$ cat src/rtl/riscv_base_pkg.sv
// Shared RV32I(M) base definitions: opcodes, funct fields, formats, causes
// and the decoded instruction bundle handed from decode to execute.
package riscv_base_pkg;

  typedef enum logic [6:0] {
    OPC_LOAD     = 7'b0000011,
    OPC_MISC_MEM = 7'b0001111,
    OPC_OP_IMM   = 7'b0010011,
    OPC_AUIPC    = 7'b0010111,
    OPC_STORE    = 7'b0100011,
    OPC_OP       = 7'b0110011,
    OPC_LUI      = 7'b0110111,
    OPC_BRANCH   = 7'b1100011,
    OPC_JALR     = 7'b1100111,
    OPC_JAL      = 7'b1101111,
    OPC_SYSTEM   = 7'b1110011
  } opcode_e;

  typedef enum logic [2:0] {
    F3_LB = 3'b000, F3_LH = 3'b001, F3_LW = 3'b010, F3_LBU = 3'b100, F3_LHU = 3'b101
  } load_funct3_e;

  typedef enum logic [2:0] {
    F3_SB = 3'b000, F3_SH = 3'b001, F3_SW = 3'b010
  } store_funct3_e;

  typedef enum logic [2:0] {
    F3_BEQ = 3'b000, F3_BNE = 3'b001, F3_BLT = 3'b100,
    F3_BGE = 3'b101, F3_BLTU = 3'b110, F3_BGEU = 3'b111
  } branch_funct3_e;

  typedef enum logic [2:0] {
    F3_ADD_SUB = 3'b000, F3_SLL = 3'b001, F3_SLT = 3'b010, F3_SLTU = 3'b011,
    F3_XOR = 3'b100, F3_SRL_SRA = 3'b101, F3_OR = 3'b110, F3_AND = 3'b111
  } alu_funct3_e;

  typedef enum logic [2:0] {
    F3_PRIV = 3'b000, F3_CSRRW = 3'b001, F3_CSRRS = 3'b010, F3_CSRRC = 3'b011,
    F3_SYS_RSVD = 3'b100, F3_CSRRWI = 3'b101, F3_CSRRSI = 3'b110, F3_CSRRCI = 3'b111
  } system_funct3_e;

  typedef enum logic [2:0] {
    TYPE_R = 3'd0, TYPE_I = 3'd1, TYPE_S = 3'd2, TYPE_B = 3'd3, TYPE_U = 3'd4, TYPE_J = 3'd5
  } inst_type_e;

  typedef enum logic [31:0] {
    CAUSE_NONE                = 32'd0,
    CAUSE_ILLEGAL_INSTRUCTION = 32'd2
  } exception_cause_e;

  localparam logic [6:0] FUNCT7_BASE  = 7'b0000000;
  localparam logic [6:0] FUNCT7_ALT   = 7'b0100000;
  localparam logic [6:0] FUNCT7_M_EXT = 7'b0000001;

  localparam logic [31:0] INST_ECALL  = 32'h0000_0073;
  localparam logic [31:0] INST_EBREAK = 32'h0010_0073;
  localparam logic [31:0] INST_WFI    = 32'h1050_0073;
  localparam logic [31:0] INST_MRET   = 32'h3020_0073;

  typedef struct packed {
    logic [31:0]      pc;
    logic [6:0]       opcode;
    logic [4:0]       rd;
    logic [4:0]       rs1;
    logic [4:0]       rs2;
    logic [2:0]       funct3;
    logic [6:0]       funct7;
    logic [31:0]      imm;
    inst_type_e       itype;
    logic             rd_we;
    logic             is_mext;
    logic             illegal;
    exception_cause_e exc_cause;
  } decoded_inst_t;

endpackage

$ cat src/rtl/riscv_imm_gen.sv
// Combinational immediate generator: extracts and sign-extends the
// immediate of an instruction word according to its format.
module riscv_imm_gen
  import riscv_base_pkg::*;
(
  input  logic [31:0] inst_i,
  input  inst_type_e  type_i,
  output logic [31:0] imm_o
);

  // Opcode bits never contribute to an immediate.
  logic unused_opcode_bits;
  assign unused_opcode_bits = ^inst_i[6:0];

  always_comb begin
    case (type_i)
      TYPE_I:  imm_o = {{20{inst_i[31]}}, inst_i[31:20]};
      TYPE_S:  imm_o = {{20{inst_i[31]}}, inst_i[31:25], inst_i[11:7]};
      TYPE_B:  imm_o = {{19{inst_i[31]}}, inst_i[31], inst_i[7], inst_i[30:25],
                        inst_i[11:8], 1'b0};
      TYPE_U:  imm_o = {inst_i[31:12], 12'd0};
      TYPE_J:  imm_o = {{11{inst_i[31]}}, inst_i[31], inst_i[19:12], inst_i[20],
                        inst_i[30:21], 1'b0};
      default: imm_o = 32'd0;
    endcase
  end

endmodule

$ cat src/rtl/riscv_decode_stage.sv
// RV32I(M) decode stage with a two-entry (main + skid) output buffer.
// Define RISCV_M_EXT_EN to decode the M extension; otherwise it is illegal.
module riscv_decode_stage
  import riscv_base_pkg::*;
#(
  parameter int          XLEN         = 32,
  parameter logic [31:0] RESET_PC_TAG = 32'h0
) (
  input  logic            clk_i,
  input  logic            rst_i,
  input  logic            flush_i,
  input  logic            in_valid_i,
  output logic            in_ready_o,
  input  logic [31:0]     in_inst_i,
  input  logic [XLEN-1:0] in_pc_i,
  output logic            dec_valid_o,
  input  logic            dec_ready_i,
  output logic [XLEN-1:0] dec_pc_o,
  output logic [6:0]      dec_opcode_o,
  output logic [4:0]      dec_rd_o,
  output logic [4:0]      dec_rs1_o,
  output logic [4:0]      dec_rs2_o,
  output logic [2:0]      dec_funct3_o,
  output logic [6:0]      dec_funct7_o,
  output logic [XLEN-1:0] dec_imm_o,
  output logic [2:0]      dec_type_o,
  output logic            dec_rd_we_o,
  output logic            dec_is_mext_o,
  output logic            dec_illegal_o,
  output logic [31:0]     dec_exc_cause_o
);

  logic [6:0]    opcode_s;
  logic [2:0]    funct3_s;
  logic [6:0]    funct7_s;
  logic [4:0]    rd_s;
  inst_type_e    type_s;
  logic          illegal_s;
  logic          is_mext_s;
  logic [31:0]   imm_s;
  decoded_inst_t decoded_s;
  decoded_inst_t idle_s;

  decoded_inst_t main_d, main_q, skid_d, skid_q;
  logic          main_valid_d, main_valid_q, skid_valid_d, skid_valid_q;
  logic          accept_s, drain_s;

  assign opcode_s = in_inst_i[6:0];
  assign rd_s     = in_inst_i[11:7];
  assign funct3_s = in_inst_i[14:12];
  assign funct7_s = in_inst_i[31:25];

  // Format selection and legality check for the incoming word.
  always_comb begin
    type_s    = TYPE_R;
    illegal_s = 1'b0;
    is_mext_s = 1'b0;
    case (opcode_s)
      OPC_LOAD: begin
        type_s = TYPE_I;
        case (funct3_s)
          F3_LB, F3_LH, F3_LW, F3_LBU, F3_LHU: illegal_s = 1'b0;
          default:                             illegal_s = 1'b1;
        endcase
      end
      OPC_STORE: begin
        type_s    = TYPE_S;
        illegal_s = (funct3_s > F3_SW);
      end
      OPC_BRANCH: begin
        type_s = TYPE_B;
        case (funct3_s)
          F3_BEQ, F3_BNE, F3_BLT, F3_BGE, F3_BLTU, F3_BGEU: illegal_s = 1'b0;
          default:                                         illegal_s = 1'b1;
        endcase
      end
      OPC_JALR: begin
        type_s    = TYPE_I;
        illegal_s = (funct3_s != 3'd0);
      end
      OPC_JAL:                type_s = TYPE_J;
      OPC_LUI, OPC_AUIPC:     type_s = TYPE_U;
      OPC_MISC_MEM:           type_s = TYPE_I;
      OPC_OP_IMM: begin
        type_s = TYPE_I;
        if (funct3_s == F3_SLL) begin
          illegal_s = (funct7_s != FUNCT7_BASE);
        end else if (funct3_s == F3_SRL_SRA) begin
          illegal_s = (funct7_s != FUNCT7_BASE) && (funct7_s != FUNCT7_ALT);
        end else begin
          illegal_s = 1'b0;
        end
      end
      OPC_OP: begin
        type_s = TYPE_R;
        case (funct7_s)
          FUNCT7_BASE:  illegal_s = 1'b0;
          FUNCT7_ALT:   illegal_s = (funct3_s != F3_ADD_SUB) && (funct3_s != F3_SRL_SRA);
`ifdef RISCV_M_EXT_EN
          FUNCT7_M_EXT: is_mext_s = 1'b1;
`else
          FUNCT7_M_EXT: illegal_s = 1'b1;
`endif
          default:      illegal_s = 1'b1;
        endcase
      end
      OPC_SYSTEM: begin
        type_s = TYPE_I;
        if (funct3_s == F3_SYS_RSVD) begin
          illegal_s = 1'b1;
        end else if (funct3_s == F3_PRIV) begin
          illegal_s = !((in_inst_i == INST_ECALL) || (in_inst_i == INST_EBREAK) ||
                        (in_inst_i == INST_WFI)   || (in_inst_i == INST_MRET));
        end else begin
          illegal_s = 1'b0;
        end
      end
      default: illegal_s = 1'b1;
    endcase
    if (in_inst_i[1:0] != 2'b11) begin
      illegal_s = 1'b1;
    end else begin
      illegal_s = illegal_s;
    end
  end

  riscv_imm_gen u_imm_gen (
    .inst_i (in_inst_i),
    .type_i (type_s),
    .imm_o  (imm_s)
  );

  // Assemble the decoded bundle and the idle bundle shown when nothing is held.
  always_comb begin
    idle_s    = '0;
    idle_s.pc = RESET_PC_TAG;

    decoded_s.pc        = in_pc_i;
    decoded_s.opcode    = opcode_s;
    decoded_s.rd        = rd_s;
    decoded_s.rs1       = in_inst_i[19:15];
    decoded_s.rs2       = in_inst_i[24:20];
    decoded_s.funct3    = funct3_s;
    decoded_s.funct7    = funct7_s;
    decoded_s.imm       = imm_s;
    decoded_s.itype     = type_s;
    decoded_s.illegal   = illegal_s;
    decoded_s.is_mext   = is_mext_s && !illegal_s;
    decoded_s.rd_we     = !illegal_s && (rd_s != 5'd0) && (opcode_s != OPC_BRANCH) &&
                          (opcode_s != OPC_STORE) && (opcode_s != OPC_MISC_MEM);
    decoded_s.exc_cause = illegal_s ? CAUSE_ILLEGAL_INSTRUCTION : CAUSE_NONE;
  end

  assign in_ready_o = !skid_valid_q && !rst_i;
  assign accept_s   = in_valid_i && in_ready_o;
  assign drain_s    = main_valid_q && dec_ready_i;

  // Main/skid next state; an emptied main register reverts to the idle bundle.
  always_comb begin
    main_d       = main_q;
    main_valid_d = main_valid_q;
    skid_d       = skid_q;
    skid_valid_d = skid_valid_q;
    if (flush_i) begin
      main_d       = idle_s;
      main_valid_d = 1'b0;
      skid_d       = idle_s;
      skid_valid_d = 1'b0;
    end else if (drain_s) begin
      if (skid_valid_q) begin
        main_d       = skid_q;
        skid_d       = idle_s;
        skid_valid_d = 1'b0;
      end else if (accept_s) begin
        main_d       = decoded_s;
        main_valid_d = 1'b1;
      end else begin
        main_d       = idle_s;
        main_valid_d = 1'b0;
      end
    end else if (accept_s) begin
      if (main_valid_q) begin
        skid_d       = decoded_s;
        skid_valid_d = 1'b1;
      end else begin
        main_d       = decoded_s;
        main_valid_d = 1'b1;
      end
    end else begin
      main_d = main_q;
    end
  end

  always_ff @(posedge clk_i) begin
    if (rst_i) begin
      main_q       <= idle_s;
      main_valid_q <= 1'b0;
      skid_q       <= idle_s;
      skid_valid_q <= 1'b0;
    end else begin
      main_q       <= main_d;
      main_valid_q <= main_valid_d;
      skid_q       <= skid_d;
      skid_valid_q <= skid_valid_d;
    end
  end

  assign dec_valid_o     = main_valid_q;
  assign dec_pc_o        = main_q.pc;
  assign dec_opcode_o    = main_q.opcode;
  assign dec_rd_o        = main_q.rd;
  assign dec_rs1_o       = main_q.rs1;
  assign dec_rs2_o       = main_q.rs2;
  assign dec_funct3_o    = main_q.funct3;
  assign dec_funct7_o    = main_q.funct7;
  assign dec_imm_o       = main_q.imm;
  assign dec_type_o      = main_q.itype;
  assign dec_rd_we_o     = main_q.rd_we;
  assign dec_is_mext_o   = main_q.is_mext;
  assign dec_illegal_o   = main_q.illegal;
  assign dec_exc_cause_o = main_q.exc_cause;

endmodule

$ cat config.mk
export PLATFORM = sky130hd
export DESIGN_NAME = riscv_decode_stage
export DESIGN_NICKNAME = d
export VERILOG_FILES = /design/src/rtl/riscv_base_pkg.sv /design/src/rtl/riscv_imm_gen.sv /design/src/rtl/riscv_decode_stage.sv
export SDC_FILE = /design/constraint.sdc
export NUM_CORES = 1
export LEC_CHECK = 0
export CAP_MARGIN = 20
export CELL_PAD_IN_SITES_DETAIL_PLACEMENT = 0
export CELL_PAD_IN_SITES_GLOBAL_PLACEMENT = 1
export CORE_AREA = 4 4 160 162
export DETAILED_ROUTE_END_ITERATION = 8
export DIE_AREA = 0 0 164 166
export MAX_ROUTING_LAYER = met4
export PLACE_DENSITY = 0.87
export SLEW_MARGIN = 20
export SYNTH_ARGS = -nofsm -noshare
export SYNTH_HDL_FRONTEND = slang
export SYNTH_SLANG_ARGS = --single-unit
$ cat constraint.sdc
create_clock -name clk_i -period 2.4 [get_ports clk_i]
set_clock_uncertainty 0.1 [all_clocks]
set_input_delay 0.36 -clock clk_i [delete_from_list [all_inputs] [get_ports clk_i]]
set_output_delay 0.36 -clock clk_i [all_outputs]
set_load 0.03 [all_outputs]
Word level (Yosys, flattened, before mapping). Cells that the tools add are included.

Bits in registers: 270.

Magnitude comparators: 1. Eq/ne operators: 36. Multiplexer cells: 25. Reductions and logical operators: 34.

Operators with widths (number): $mux 134 (9); $pmux 32 s5 (1); $eq 32x21->1 const B (1); $eq 32x29->1 const B (1); $eq 32x30->1 const B (1); $eq 32x7->1 const B (1); $eq 7x6->1 const B (4); $eq 7x7->1 const B (4); $eq 3x3->1 const B (6); $pmux 3 s5 (1); $eq 7x5->1 const B (2); $ne 7x6->1 const B (2); $mux 1 (11); $reduce_or 5->1 (2); $eq 3x2->1 const B (3); $logic_and 1x1->1 (9); $pmux 1 s8 (1); $eq 7x2->1 const B (1); $eq 7x4->1 const B (1); $logic_not 7->1 (1); $ne 7x4->1 const B (1); $ne 7x7->1 const B (1); $reduce_bool 7->1 (1); $eq 3x1->1 const B (2); other kinds (18) (29).

Longest topological paths before layout. Gate-level depths: netlist (run 1).

Depth in word-level cells: 17. Mapped depth: 9.

Hierarchy. From an unflattened synthesis (run 1), not the netlist that was laid out.

Cells, all modules: 912. Area, all modules: 8559.5 um2.

Modules (own cells, without submodules): riscv_decode_stage (times used 1, cells each 842, area an instance 8027.7 um2); riscv_imm_gen (times used 1, cells each 70, area an instance 531.8 um2).

Worst setup path before layout (run 1). OpenSTA, ideal clock, no wires.

Path kind: register to register. Start: reg skid_valid_q. End: reg main_q (netlist bit dec_pc_o[10]). Arrival: 1.911 ns. Required time: 2.168 ns. Path slack: 0.257 ns. Stages on the path, launching flop included: 8. Buffers on the path: 2. Period minus slack after synthesis: 2.143 ns. Cell sequence: dfxtp_1 > nor2_1 > nand2_1 > o21a_1 > buf_2 > clkbuf_1 > a221oi_1 > nor3_1.

Word-level cells in the longest chain between the ends: 6. Elaborated cells on any way between the ends: 8. Those cells by class: mux (3); reduce/logical (5).

RTL lines: from (decl) (RTL line riscv_decode_stage.sv:45) `logic main_valid_d, main_valid_q, skid_valid_d, skid_valid_q;`; from (signal assigned) (RTL line riscv_decode_stage.sv:204) `skid_valid_q <= skid_valid_d;`; $logic_not 1->1 (*) (RTL line riscv_decode_stage.sv:154) `assign in_ready_o = !skid_valid_q && !rst_i;`; $logic_and 1x1->1 (*) (RTL line riscv_decode_stage.sv:154); via in_ready_o (RTL line riscv_decode_stage.sv:13) `output logic in_ready_o,`; $logic_and 1x1->1 (*) (RTL line riscv_decode_stage.sv:155) `assign accept_s = in_valid_i && in_ready_o;`; $mux 134 (RTL line riscv_decode_stage.sv:174) `end else if (accept_s) begin`; $mux 134 (RTL line riscv_decode_stage.sv:170) `if (skid_valid_q) begin`; $mux 134 (RTL line riscv_decode_stage.sv:169) `end else if (drain_s) begin`; to (signal assigned) (RTL line riscv_decode_stage.sv:196) `main_q <= idle_s;`; to (signal assigned) (RTL line riscv_decode_stage.sv:201) `main_q <= main_d;`; to (decl) (RTL line riscv_decode_stage.sv:44) `decoded_inst_t main_d, main_q, skid_d, skid_q;`.

Mark *: on every way through the listed nets, which the timed path passes. The rest lies on a longest branch. A chain may end at the register's enable or synchronous reset.

Worst setup path in the final report (run 1).
Start: in in_inst_i[3]. End: reg main_q (netlist bit dec_imm_o[12]).

Word-level cells in the longest chain between the ends: 8. Elaborated cells on any way between the ends: 24. Those cells by class: eq/ne (15); mux (7); reduce/logical (2).

RTL lines: from (decl) (RTL line riscv_decode_stage.sv:14) `input logic [31:0] in_inst_i,`; $eq 7x7->1 (tied with other cells) (RTL line riscv_decode_stage.sv:58) `case (opcode_s)`; $reduce_or 5->1 (no line) or $reduce_or 2->1 (tied branches); $pmux 3 s5 (*) (RTL line riscv_decode_stage.sv:58); $eq 3x3->1 (tied with other cells) (RTL line riscv_imm_gen.sv:16) `case (type_i)`; $pmux 32 s5 (*) (RTL line riscv_imm_gen.sv:16); $mux 134, on equally long branches (RTL line riscv_decode_stage.sv:182, riscv_decode_stage.sv:174); $mux 134, on equally long branches (RTL line riscv_decode_stage.sv:181, riscv_decode_stage.sv:170); $mux 134 (*) (RTL line riscv_decode_stage.sv:169).

Mark *: on every way between the ends. The rest lies on a longest branch, timed or not. The select of a mux whose other input is x is not followed.

==> metrics, run 1 <==
synth top area cells dfxtp_1, a221oi_1, nor2_1, a22o_1, a21oi_1; Core Area 24110 um^2; P per Cell Area approximately 670 nW/um^2; CP Max Fanout 9; CP Cell Sequence clkdlybuf4s50_1 > inv_1 > nor3_1 > o211ai_1 > nor2_1 > a22oi_1 > a21oi_1; Post-Synthesis Cells 940; run status complete, no violations; RSZ-0062 raised after global routing false; Tmin final 2.243 ns; setup TNS 0 ns; clock slew at reported path FFs 0.06 ns; Post-synth EDFFs 0; first-pass GRT wire length between 40000 and 50000 um; most common cell in the netlist dfxtp_1; Die Y between 150 and 200 um; post-cts sizing count 0; final worst-path cycle share 93.47%; Area growth syn-to-layout 38.27%; CTS tree done; row cnt 57; dominant synthesized flop cell dfxtp_1; total gr overflow 0; Mapped Area 8371 um^2; Synth async-reset ratio 0%; Worst Path Required 2.74 ns; number of global-route vias before repair 7825; ANT nets after route 0; DRC 0; DIE AREA roughly 27000 um^2; CTS root buffer clkbuf_16; final hold vios 0; CTS max path bufs 3; most frequent cells after synthesis dfxtp_1, nor2_1, a221oi_1, a21oi_1, nor3_1; Avg Cell Area, Syn between 8 and 9 um^2; clock sink count between 200 and 250; critical path capture point type flip-flop; VDD IR max 0.5585 mV; Seq/Total Area, Yosys 48.79%; FF+latch count, synth 204; Routed Wire Length about 27000 um; Max Fclk 445.8 MHz; DIE WIDTH approximately 160 um; Final setup viols 0; pin count of the biggest net entering global routing 51; antenna violations before repair 1; setup bufs post-CTS 0; DP HPWL 18980 um; GRT Total Usage 19.85%; Slew headroom between 40% and 50%; crit path max-delay cell type nor2_1; via count roughly 8.0k; Initial Utilization 34.72%; WL/cell 18.45 um; Pleak 4.323 nW; clk_lat worst skew roughly 0.50 ns; Synth area leader dfxtp_1; Least-Margin Pin Slew 0.8650 ns; drt first pass iters 5; I/O pins about 200; type of origin of the critical path input port; CP max stage delay approximately 0.64 ns; cts bufs inserted 21; htree depth 1; synth unique cells between 50 and 60; First DRT Iteration DRCs 812; WS Path Type in -> reg; Warnings, synthesis 0; crit path DAT 2.58 ns; Yosys top cell area share 48.79%; pins over their slew limit 0; number of max-cap violations 0; GP Congestion between 0.9 and 1; layout cells sized above 1 13.10%; HP Class reg -> reg; CTS Hold Bufs 0; Port Buffer Count 172; Via density 5.426; nets between 1k and 1.5k; fin util 48.01%
-- per-stage QoR --
step | hold WS (ns) | cells | cell area (um^2) | total power, mW | worst slack (ns)
finish | 0.3588 | 1478 | 11570 | 7.812 | 0.1567
global route | 0.3736 | 1478 | 11570 | 8.099 | 0.05676
CTS | 0.3602 | 1477 | 11570 | 7.889 | 0.1318
detailed placement | 0.3452 | 1441 | 10890 | 4.594 | -0.3222
global placement | 0.3343 | 1441 | 10890 | 4.588 | -0.2322
floorplan | 0.3249 | 971 | 8487 | 4.136 | 0.2575
-- logic make-up (layout without fill, tap and decap cells) --
logic type	Yosys count	count (layout)	share of synthesized area, %
mux	1	1	0.1196
simple gates	295	295	15.84
xor+xnor	3	3	0.3140
flops	204	204	48.79
other cells	1	33	0.04480
buf+inv	131	313	8.176
compound gates	305	305	26.71
-- sequential cells by signal, indices dropped and copies added, names as in the netlist --
signal	count
dec_rd_we_o	1
dec_funct3_o	3
dec_type_o	3
dec_rs1_o	5
dec_funct7_o	7
dec_pc_o	32
dec_opcode_o	7
dec_rs2_o	5
dec_rd_o	5
skid_valid_q	1
dec_valid_o	1
skid_q	101
dec_imm_o	32
dec_exc_cause_o	1
-- where the power goes --
part | total [mW] | switching [mW] | leakage (nW) | internal [mW]
clock network | 3.29 | 1.34 | 0.338 | 1.95
logic | 1.04 | 0.613 | 2.33 | 0.427
registers | 3.49 | 0.0375 | 1.65 | 3.45
total | 7.81 | 1.99 | 4.32 | 5.82
-- layout make-up --
cell class	count	area, um^2
Antenna cell	1	2.502
Clock buffer	30	599.3
Clock inverter	6	83.83
Fill cell	2318	12530
Inverter	5	18.77
Multi-Input combinational cell	636	3772
Sequential cell	204	4084
Tap cell	324	405.4
Timing Repair Buffer	272	2608
-- critical path: cells and delay by family --
family,cells,cell delay [ns]
simple gates,2,0.91
buf+inv,2,0.73
compound gates,3,0.58
-- layer usage --
| metal | GRT usage, % | up-vias | share of wire [%] |
|---|---|---|---|
| met1 | 26.66 | 3842 | 44 |
| met3 | 3.376 | 54 | 7.3 |
| met2 | 30.38 | 323 | 45 |
| met4 | 6.674 | 0 | 3.5 |
| li1 | - | 3800 | - |
| met5 | - | - | 0 |
-- placed cells by master (no fill, tap or decap), drive strengths merged, types with 3 or more instances in the layout --
master,instances
clkinv,3
a31oi,4
a22oi,25
o22ai,3
a22o,48
nor2,130
clkdlybuf4s50,171
clkbuf,30
and3,6
a311oi,11
a21oi,71
a221o,9
o21ai,39
nand3,12
nand2,59
conb,32
nor3,71
inv,6
a221oi,74
dfxtp,204
buf,101
a211oi,3
nor4,3
-- worst paths after layout --
kind | start | endpoint | slack (ns) | cells past startpoint
min | skid_q[35] | skid_q[35] | 0.36 | 2
max reg2reg | skid_valid_q | dec_imm_o[29] | 0.33 | 5
min reg2reg | skid_q[35] | skid_q[35] | 0.36 | 2
max | in_inst_i[3] | dec_imm_o[12] | 0.16 | 7
Power figures use the tool's default switching activity.
==> inputs of run 2 (changes only) <==
--- a/config.mk
+++ b/config.mk
@@ -13,6 +13,7 @@
 export DIE_AREA = 0 0 164 166
 export MAX_ROUTING_LAYER = met4
 export PLACE_DENSITY = 0.87
+export REMOVE_ABC_BUFFERS = 1
 export SLEW_MARGIN = 20
 export SYNTH_ARGS = -nofsm -noshare
 export SYNTH_HDL_FRONTEND = slang
==> run 2 against run 1 <==
Compared with the run above: core utilization up 1.1 points; sequential share of layout area fell by 0.81 points; global-route usage rose by 0.21 points; count of clock-buffer cells in the layout is 4 higher; sequential power about the same; critical path depth is the same; via count up 0.22%; flip-flop and latch count unchanged; clock power grew 19%; critical path type unchanged.
==> metrics, run 2 (synthesis gave the netlist of run 1 again) <==
Pleak 4.434 nW; DP HPWL 18700 um; register area 4084 um^2; Slew headroom a little over two fifths; Area growth syn-to-layout 41.51%; setup bufs post-CTS 0; Largest register FFs 101; number of global-route vias before repair 8049; WL/cell 18.42 um; highest-count cells in the layout ignoring fill and taps dfxtp_1, clkdlybuf4s50_1, nor2_1, buf_4, a221oi_1; post-route cell area 11850 um^2; P per Cell Area 713.9 nW/um^2; CP Max Fanout 11; Top reg by flops skid_q; critical path capture point type flip-flop; via count 8037; Most Frequent Cell on Critical Path nor2_1; Area after DPL 10970 um^2; DIE WIDTH 164 um; DIE AREA approximately 27000 um^2; CTS Hold Bufs 0; pin count of the biggest net entering global routing 41; CTS root buffer clkbuf_16; nets 1213; antenna violations before repair 0; final worst-path cycle share 95.39%; Worst Path Buf+Inv 1; Port Buffer Count 172; DRC 0; fin util 49.14%; clock slew at reported path FFs about 0.060 ns; first-pass GRT wire length 43750 um; CP Cell Sequence clkdlybuf4s50_1 > nor2_1 > o22a_1 > or2_1 > a21oi_1 > nor2_1 > a311oi_1; GP Congestion between 0.8 and 0.9; crit path max-delay cell type nor2_1; type of origin of the critical path input port; VDD IR max 0.4396 mV; CTS tree done; Worst Path Required 2.64 ns; cts bufs inserted 24; layout cells sized above 1 between 10% and 20%; Core Area between 20000 and 25000 um^2; Total Power 8.456 mW; First DRT Iteration DRCs 569; footprint of the multi-input gates 3772 um^2; WS Path Type in -> reg; Least-Margin Pin Slew 0.8602 ns; Setup crit start in_inst_i[3]; clk_lat worst skew 0.51 ns; Initial Utilization 34.72%; total gr overflow 0; GRT Total Usage 20.06%; CTS max path bufs 3; Max Fclk 436.8 MHz; number of max-cap violations 0; HP Start skid_q[37]; Inst Count DP approximately 1.4k; I/O pins 205; Routed Wire Length around 27000 um; crit path DAT approximately 2.5 ns; Die Y about 170 um; htree depth 1; setup TNS 0 ns; RSZ-0062 raised after global routing false; commonest non-fill, non-tap cell in the layout dfxtp_1; pins over their slew limit 0; diode count 0; drt first pass iters 8; CP max stage delay 0.67 ns; row cnt 57; final hold vios 0; HP Class reg -> reg; Final setup viols 0; run status complete, no violations; Tmin final roughly 2.3 ns; filler instances 2291; final cell count without fillers 1486; post-cts sizing count 0; worst r2r src skid_valid_q; ANT nets after route 0; Worst path top cell family by delay simple AND/OR/NAND/NOR gates; Via density 5.408; clock sink count 204
## run 2: report_power, final
part | switching (mW) | internal [mW] | leakage [nW]
clock | 1.43 | 2.49 | 0.422
sequential | 0.0338 | 3.45 | 1.65
combinational | 0.616 | 0.433 | 2.36
total | 2.08 | 6.38 | 4.43
## run 2: through the flow
stage,setup slack [ns],hold WS [ns]
6_report,0.1105,0.3521
3_5_place_dp,-0.3554,0.3400
4_1_cts,0.08824,0.3539
5_1_grt,0.008680,0.3684
2_1_floorplan,-2.592,0.3249
3_3_place_gp,-0.2804,0.3343
## run 2: layer usage
metal  track usage [%]  vias to the layer above  share of wire (%)
met5                 -                        -                  0
met4             5.325                        0                2.3
met3             2.904                       44                6.8
met2             31.94                      287                 47
met1             26.78                     3886                 44
li1                  -                     3820                  -
## run 2: final cells by class
type | instances | share of cell area [%]
clock inverter | 10 | 1.373
multi-input combinational | 636 | 31.85
sequential | 204 | 34.48
clock buffer | 34 | 5.989
inverter | 5 | 0.1584
tap | 324 | 3.422
timing repair buffer | 273 | 22.73
## run 2: worst paths after layout
check / end / slack [ns] / depth (start not counted)
max: dec_imm_o[30] / 0.11 / 7
min: skid_q[37] / 0.35 / 1
max reg2reg: dec_imm_o[30] / 0.33 / 5
min reg2reg: skid_q[37] / 0.35 / 1
==> inputs of run 3 (changes only) <==
--- a/config.mk
+++ b/config.mk
@@ -8,11 +8,11 @@
 export CAP_MARGIN = 20
 export CELL_PAD_IN_SITES_DETAIL_PLACEMENT = 0
 export CELL_PAD_IN_SITES_GLOBAL_PLACEMENT = 1
-export CORE_AREA = 4 4 160 162
+export CORE_AREA = 4 4 173 175
 export DETAILED_ROUTE_END_ITERATION = 8
-export DIE_AREA = 0 0 164 166
+export DIE_AREA = 0 0 177 179
 export MAX_ROUTING_LAYER = met4
-export PLACE_DENSITY = 0.87
+export PLACE_DENSITY = 0.77
 export REMOVE_ABC_BUFFERS = 1
 export SLEW_MARGIN = 20
 export SYNTH_ARGS = -nofsm -noshare
==> run 3 against run 2 <==
Compared with the run above: critical path depth down 4; maximum frequency fell by 1.8%; hold slack improved by 0.0019 ns; clock power fell by 7.9%; largest power group unchanged; highest routed layer unchanged.
==> metrics, run 3 (synthesis gave the netlist of run 1 again) <==
run status complete, no violations; commonest non-fill, non-tap cell in the layout dfxtp_1; htree depth 1; Max Fclk 428.8 MHz; CP max stage delay 0.68 ns; clock slew at reported path FFs 0.06 ns; row cnt 62; cts bufs inserted 24; pins over their slew limit 0; GRT Total Usage 17.72%; layout cells sized above 1 between 10% and 20%; antenna violations before repair 1; Largest register FFs 101; CP Max Fanout 6; critical path capture point type output pin; via count between 8k and 9k; Final setup viols 0; Inst Count DP 1496; CTS root buffer clkbuf_16; Port Buffer Count 172; nets ~1.2k; Hold WS 0.3540 ns; WL/cell 18.37 um; crit path DAT approximately 1.9 ns; Initial Utilization roughly 30%; Int Power 6.061 mW; Worst Path Required 1.94 ns; worst r2r src skid_valid_q; Switching Fraction about a quarter; HP Class reg -> reg; filler instances 2867; number of max-cap violations 0; ANT nets after route 0; setup bufs post-CTS 0; Core Area 28470 um^2; number of global-route vias before repair roughly 7.7k; Routed Wire Length 28260 um; Reg power frac 42.9%; DIE WIDTH 177 um; CP Cell Sequence nor2_1 > buf_4 > clkdlybuf4s50_1; Slew headroom 53.71%; final hold vios 0; Setup crit start skid_valid_q; DRC 0; final cell count without fillers 1539; CTS Hold Bufs 0; Pleak 4.324 nW; drt first pass iters 6; Comb pwr share 12.6%; type of origin of the critical path flip-flop; total gr overflow 0; Total Power 8.116 mW; Worst R2R Setup Slack ~0.44 ns; DIE AREA 31680 um^2; final worst slack 0.06801 ns; Clock power frac 44.5%; highest-count cells in the layout ignoring fill and taps dfxtp_1, clkdlybuf4s50_1, nor2_1, buf_4, a221oi_1; Least-Margin Pin Slew 0.6918 ns; Tmin final between 2 and 2.5 ns; final worst-path cycle share between 90% and 100%; pre-CTS setup slack -0.3088 ns; Area growth syn-to-layout 39.18%; VDD IR max 0.4340 mV; Worst R2R Path Depth 5; crit path to in_ready_o; First DRT Iteration DRCs 587; RR Endpoint dec_imm_o[12]; clock sink count 204; fin util 40.92%; Via density 5.224; CTS max path bufs 3; clk_lat worst skew 0.51 ns; WS Path Type reg -> out; CTS tree done; P per Cell Area 696.7 nW/um^2; pin count of the biggest net entering global routing 58; net load switching power 2.056 mW; Die Y 179 um; RSZ-0062 raised after global routing false; post-cts sizing count 0; first-pass GRT wire length between 40000 and 50000 um; GP Congestion 0.8370; Top reg by flops skid_q; DP HPWL approximately 19000 um; crit path max-delay cell type clkdlybuf4s50_1; I/O pins 205
## run 3: cell types whose count changed in the layout (fill, tap and decap cells not counted), sizes merged
cell      previous run  this run
buf                101        95
bufinv               4         2
clkinvlp             2         0
diode                0         1
clkinv               4         6
## run 3: power by group through the flow
stage          registers [mW]  clock network (mW)  logic [mW]
2_1_floorplan            3.67                   0       0.383
3_3_place_gp             3.56                   0        1.02
3_5_place_dp             3.56                   0        1.02
4_1_cts                  3.49                3.70        1.03
5_1_grt                  3.49                3.85        1.10
6_report                 3.49                3.61        1.02
## run 3: how the worst min path moves through the flow
| stage | cells past startpoint | start | endpoint | slack [ns] |
|---|---|---|---|---|
| 6_report | 1 | skid_q[36] | skid_q[36] | 0.35 |
| 5_1_grt | 2 | in_pc_i[9] | skid_q[111] | 0.37 |
| 4_1_cts | 1 | skid_q[36] | skid_q[36] | 0.36 |
| 3_5_place_dp | 1 | skid_q[36] | skid_q[36] | 0.34 |
| 3_3_place_gp | 2 | skid_q[38] | skid_q[38] | 0.33 |
| 2_1_floorplan | 2 | skid_q[35] | skid_q[35] | 0.32 |
## run 3: worst max-delay path: cells and delay by family, from the launching register on
family                 cells  cell delay, ns
buffers and inverters      2            0.82
DFF                        1            0.37
and+or+nand+nor            1            0.16
## run 3: layout make-up
type	count	area [um^2]	share of cell area (%)
sequential	204	4084	35.06
antenna	1	2.502	0.02148
inverter	5	18.77	0.1611
clock buffer	34	689.4	5.918
clock inverter	8	90.09	0.7733
timing repair buffer	267	2510	21.54
tap	384	480.5	4.124
multi-input combinational	636	3775	32.40
## run 3: per-layer routing
layer / GRT usage (%) / part of all wire (%)
met2: 27.79 / 46
met5: - / 0
met4: 4.030 / 1.9
met1: 23.60 / 44
met3: 3.859 / 7.8
## run 3: through the flow
stage                     instance area [um^2]  TNS (ns)
final                                    11650         0
after global routing                     11650         0
after CTS                                11640         0
after detailed placement                 10870    -8.179
after global placement                   10870    -4.731
after floorplan                           7821   -467.48
